## src/rtl/tmp_sched_pkg.sv

```systemverilog
// Shared types and constants for the temperature conversion scheduler.
// Holds the scheduler state encoding and the front-end reset length.
package tmp_sched_pkg;

    typedef enum logic [2:0] {
        IDLE,
        FE_RESET,
        SETTLE,
        ACQUIRE,
        DONE,
        WAIT_PERIOD
    } tmp_sched_state_t;

    localparam int FE_RST_CYCLES = 2;

endpackage

```

## src/rtl/tmp_ones_counter.sv

```systemverilog
// Sample counter and ones accumulator for one conversion window.
// Ports: clk, reset (sync, active high), clear, stb, inv, cmp;
//        full/half flag the strobe that completes the window/first half,
//        count is the ones total including the current strobe.
module tmp_ones_counter #(
    parameter int OSR_LOG2 = 8
) (
    input  logic              clk,
    input  logic              reset,
    input  logic              clear,
    input  logic              stb,
    input  logic              inv,
    input  logic              cmp,
    output logic              full,
    output logic              half,
    output logic [OSR_LOG2:0] count
);

    localparam int W = OSR_LOG2 + 1;
    localparam int N = 1 << OSR_LOG2;

    logic [W-1:0] samples;
    logic [W-1:0] ones;

    // count already includes the sample being strobed this cycle
    assign count = ones + W'(stb & (cmp ^ inv));
    assign full  = stb && (samples == W'(N - 1));
    assign half  = stb && (samples == W'(N / 2 - 1));

    always_ff @(posedge clk) begin
        if (reset || clear) begin
            samples <= '0;
            ones    <= '0;
        end else if (stb) begin
            samples <= samples + W'(1);
            ones    <= count;
        end
    end

endmodule

```

## src/rtl/tmp_conv_sched.sv

```systemverilog
// Conversion scheduler: front-end reset, settling, ones-count acquisition
// and valid/ready result delivery, one-shot or periodic.
// Ports: clk, reset (sync, active high), start, cont_en, sample_stb, cmp,
//        result_ready in; fe_rst, chop, busy, result, result_valid out.
// Optional feature: TMP_SCHED_CHOP_EN enables chopping in the second half.
module tmp_conv_sched
    import tmp_sched_pkg::*;
#(
    parameter int SETTLE_SAMPLES = 32,
    parameter int OSR_LOG2       = 8,
    parameter int PERIOD         = 1024,
    parameter int RES_W          = 16
) (
    input  logic             clk,
    input  logic             reset,
    input  logic             start,
    input  logic             cont_en,
    input  logic             sample_stb,
    input  logic             cmp,
    input  logic             result_ready,
    output logic             fe_rst,
    output logic             chop,
    output logic             busy,
    output logic [RES_W-1:0] result,
    output logic             result_valid
);

    localparam int SW = $clog2(SETTLE_SAMPLES + 2);
    localparam int PW = $clog2(PERIOD + 1);

    tmp_sched_state_t state;
    tmp_sched_state_t next_state;

    logic [1:0]        rst_cnt;
    logic [SW-1:0]     settle_cnt;
    logic [PW-1:0]     period_cnt;
    logic              acc_full;
    logic              acc_half;
    logic              acc_inv;
    logic [OSR_LOG2:0] acc_count;

    tmp_ones_counter #(
        .OSR_LOG2 (OSR_LOG2)
    ) u_ones (
        .clk   (clk),
        .reset (reset),
        .clear (state == FE_RESET),
        .stb   (sample_stb && (state == ACQUIRE)),
        .inv   (acc_inv),
        .cmp   (cmp),
        .full  (acc_full),
        .half  (acc_half),
        .count (acc_count)
    );

    always_ff @(posedge clk) begin
        if (reset) begin
            state <= IDLE;
        end else begin
            state <= next_state;
        end
    end

    always_comb begin
        next_state = state;
        unique case (state)
            IDLE: begin
                if (start || cont_en) next_state = FE_RESET;
            end
            FE_RESET: begin
                if (rst_cnt == 2'(FE_RST_CYCLES - 1))
                    next_state = (SETTLE_SAMPLES == 0) ? ACQUIRE : SETTLE;
            end
            SETTLE: begin
                if (sample_stb && settle_cnt == SW'(SETTLE_SAMPLES - 1))
                    next_state = ACQUIRE;
            end
            ACQUIRE: begin
                if (acc_full) next_state = DONE;
            end
            DONE: begin
                if (result_ready)
                    next_state = cont_en ? WAIT_PERIOD : IDLE;
            end
            WAIT_PERIOD: begin
                if (!cont_en)
                    next_state = IDLE;
                else if (period_cnt == PW'(PERIOD - 1))
                    next_state = FE_RESET;
            end
            default: next_state = IDLE;
        endcase
    end

    always_ff @(posedge clk) begin
        if (reset) begin
            rst_cnt    <= '0;
            settle_cnt <= '0;
            period_cnt <= '0;
        end else begin
            rst_cnt    <= (state == FE_RESET) ? rst_cnt + 2'd1 : 2'd0;
            period_cnt <= (state == WAIT_PERIOD) ? period_cnt + PW'(1) : '0;
            if (state == FE_RESET)
                settle_cnt <= '0;
            else if (state == SETTLE && sample_stb)
                settle_cnt <= settle_cnt + SW'(1);
        end
    end

    // Outputs are decoded from next_state so they line up with the state
    // register while still coming straight out of flops.
    always_ff @(posedge clk) begin
        if (reset) begin
            fe_rst       <= 1'b0;
            busy         <= 1'b0;
            result_valid <= 1'b0;
            result       <= '0;
        end else begin
            fe_rst       <= (next_state == FE_RESET);
            busy         <= !(next_state == IDLE || next_state == WAIT_PERIOD);
            result_valid <= (next_state == DONE);
            if (state == ACQUIRE && acc_full)
                result <= RES_W'(acc_count);
        end
    end

`ifdef TMP_SCHED_CHOP_EN
    // chop flips after the strobe that closes the first half, so every
    // second-half sample is accumulated inverted.
    always_ff @(posedge clk) begin
        if (reset || next_state != ACQUIRE)
            chop <= 1'b0;
        else if (acc_half)
            chop <= 1'b1;
    end
    assign acc_inv = chop;
`else
    logic unused_half;
    assign unused_half = acc_half;
    assign chop        = 1'b0;
    assign acc_inv     = 1'b0;
`endif

endmodule

```

## config.mk

```make
export PLATFORM = sky130hd
export DESIGN_NAME = tmp_conv_sched
export DESIGN_NICKNAME = d
export VERILOG_FILES = /design/src/rtl/tmp_sched_pkg.sv /design/src/rtl/tmp_ones_counter.sv /design/src/rtl/tmp_conv_sched.sv
export SDC_FILE = /design/constraint.sdc
export NUM_CORES = 1
export LEC_CHECK = 0
export CAP_MARGIN = 10
export CORE_ASPECT_RATIO = 0.7
export CORE_MARGIN = 1.5
export CORE_UTILIZATION = 24
export DETAILED_ROUTE_END_ITERATION = 6
export PLACE_DENSITY_LB_ADDON = 0.25
export REMOVE_ABC_BUFFERS = 1
export SYNTH_ARGS = -nofsm -noshare
export SYNTH_HDL_FRONTEND = slang
export SYNTH_SLANG_ARGS = --single-unit
```

## constraint.sdc

```tcl
create_clock -name clk -period 3.5 [get_ports clk]
set_input_delay 0.35 -clock clk [delete_from_list [all_inputs] [get_ports clk]]
set_output_delay 0.35 -clock clk [all_outputs]
set_load 0.02 [all_outputs]
```

==> impl_metrics.json <==
{
  "syn2layout_area_growth_pct": 18.42,
  "cts_buffers": 5,
  "ios": 27,
  "fin_setup_tns_ns": 0,
  "yosysWarnings": 0,
  "grt_max_degree": 25,
  "dpl_cell_area_um2": 2619,
  "start_util_pct": 25.26,
  "hpwl_um": 3063,
  "clock_sinks": 52,
  "ys_top_cells_by_count": "dfxtp_1 (52), nor2_1 (47), nand2_1 (22), xnor2_1 (15), xor2_1 (15)",
  "io_buffers": 18,
  "fin_area_um2": 2768,
  "yosysMostFrequentCell": "dfxtp_1",
  "drc_errors": 0,
  "synth_area_um2": 2337,
  "dr.pass1.iters": 4,
  "dieArea_um2": 10350,
  "routedWlPerCell_um": 10.63,
  "nNetsFinal": 294,
  "async_reset_ff_share_pct": 0,
  "antenna_found_initial": 0,
  "power_mw": 1.175,
  "slowest_stage": "dfxtp_1",
  "rsz0062_at_grt": "false",
  "critPathKind": "flip-flop to flip-flop",
  "die_y_um": 85.57,
  "wl_um": 4305,
  "synth_edf_count": 0,
  "grt_overflow_total": 0,
  "grt_pass1_wl_um": 7762,
  "drtIter0Drc": 60,
  "cts_tree": "built",
  "core_area_um2": 9253,
  "ir_worst_vdd_v": 0.0001738,
  "critPathCaptureType": "flip-flop",
  "hold_class": "flip-flop to flip-flop",
  "path_max_fanout": 3,
  "post_cts_resize_count": 0,
  "synth_top_flop_cell": "dfxtp_1",
  "syn_inst": 263,
  "h-tree-depth": 2,
  "nFillCells": 1002,
  "ys_ff_latch": 52,
  "cp.arrival_ns": 2.38,
  "outcome": "finished clean",
  "num_rows": 29,
  "finalNonFillerCells": 405,
  "n_antenna_cell": 0,
  "yosysSeqAreaShare_pct": 44.54,
  "crit_buf_inv": 0,
  "cts_hold_buf": 0,
  "period_needed_ns": 2.192,
  "cp.required_ns": 3.69,
  "avgViaCountPerCell": 4.072,
  "cp_top_family": "compound AO/OA/AOI/OAI gates",
  "track_usage_pct": 9.546,
  "hold_viol_final": 0,
  "ant_nets": 0,
  "pwr_density_cell_nw_per_um2": 424.6,
  "grt_pass1_vias": 1620,
  "avgSynthCellArea_um2": 8.887,
  "die_w_um": 121.0,
  "yosysUniqueCellTypes": 40,
  "fin_crit_sh_pct": 62.64,
  "finalSetupViolations": 0,
  "max_clock_freq_mhz": 456.1,
  "startpoint_type": "flip-flop",
  "holdWs_ns": 0.4305,
  "cp_cell_sequence": "ha_1 > nand2_1 > nor3_1 > ha_1 > a21boi_0 > a221oi_1 > a21boi_0 > a2111oi_2",
  "gp_congestion": 0.7063,
  "clock_skew_ns": 0.005109,
  "clkTransAtPathRegs_ns": 0.07,
  "cap_violations": 0,
  "cts_setup_buffers": 0,
  "power_leakage_nw": 0.9357,
  "dp.cells": 397,
  "slowest_delay_ns": 0.37,
  "synth_top_cell_by_area": "dfxtp_1",
  "synth_top_area_share_pct": 44.54,
  "root_buffer": "clkbuf_16",
  "drive_gt1_share_pct": 7.117,
  "cts_buffer_depth": 2,
  "clock_latency_ns": 0.29,
  "ys_top_cells_by_area": "dfxtp_1 (45%), nor2_1 (7.5%), xnor2_1 (5.6%)",
  "slew_viol_final": 0,
  "vias": 1649
}
## through the flow
stage	setup WS, ns	utilization, %
floorplan	1.314	-
global placement	1.064	28.30
detailed placement	1.021	28.30
CTS	1.295	29.91
global route	1.145	29.91
finish	1.308	29.91
## cells in the final DEF (no fill, tap or decap), types with 2 or more instances in the layout
cell,synthesis,routed
clkinv_2,0,2
a21oi_1,9,9
mux2i_1,3,3
nand2_1,22,22
and3_1,5,5
a21boi_0,2,2
nand2b_1,2,2
nor2b_1,2,2
nor3b_1,2,2
nor3_1,6,6
clkbuf_16,0,5
conb_1,1,8
inv_1,4,4
clkdlybuf4s50_1,0,18
dfxtp_1,52,52
xnor2_1,15,15
nand3_1,9,9
ha_1,7,7
nor2_1,47,47
buf_4,8,4
o21ai_0,5,5
nand4_1,5,5
a211oi_1,8,8
nor4_1,3,3
and2_1,2,2
xor2_1,15,15
or3_1,5,5
## kinds of logic after synthesis
kind of cell / count (synthesis) / synth area share [%]
AO/OA/AOI/OAI: 29 / 8.297
AND/OR/NAND/NOR: 118 / 25.37
adder cells (fa/ha/maj): 7 / 3.747
flip-flops: 52 / 44.54
XOR/XNOR: 30 / 11.24
other: 1 / 0.1604
buffers and inverters: 23 / 5.353
multiplexers: 3 / 1.285
## state kept, by name (all words and copies together), names as in the netlist
| name | cells |
|---|---|
| rst_cnt | 2 |
| result | 9 |
| u_ones.ones | 9 |
| state | 3 |
| settle_cnt | 6 |
| fe_rst | 1 |
| period_cnt | 11 |
| busy | 1 |
| result_valid | 1 |
| u_ones.samples | 9 |
## final timing paths
| kind | startpoint | cells after the start | slack, ns | end |
|---|---|---|---|---|
| setup reg to reg | u_ones.samples[0]$_SDFFE_PP0N_ | 8 | 1.31 | busy$_SDFF_PP0_ |
| setup / recovery | u_ones.samples[0]$_SDFFE_PP0N_ | 8 | 1.31 | busy$_SDFF_PP0_ |
| hold / removal | rst_cnt[0]$_SDFF_PP0_ | 1 | 0.43 | rst_cnt[0]$_SDFF_PP0_ |
| hold reg to reg | rst_cnt[0]$_SDFF_PP0_ | 1 | 0.43 | rst_cnt[0]$_SDFF_PP0_ |
## power by group
group	switching, mW	total, mW	internal (mW)	leakage (nW)
Clock	0.213	0.495	0.282	0.0766
Sequential	0.00556	0.604	0.599	0.420
Combinational	0.0443	0.0752	0.0309	0.439
Total	0.263	1.18	0.912	0.936
## final cells by class
cell class / count / area, µm² / area share [%]
multi-input combinational: 195 / 1197 / 43.26
sequential: 52 / 1041 / 37.61
timing repair buffer: 22 / 210.2 / 7.595
tap: 124 / 155.1 / 5.606
clock buffer: 6 / 138.9 / 5.018
inverter: 4 / 15.01 / 0.5425
clock inverter: 2 / 10.01 / 0.3617
## routing by layer
layer | track usage (%) | wire [µm] | share of wire (%)
met5 | 0 | 0 | 0
met4 | 3.209 | 55 | 1.3
met3 | 3.657 | 206 | 4.8
met2 | 12.60 | 1624 | 38
met1 | 13.98 | 2419 | 56
Note: power is estimated with default switching activity, not from simulation.
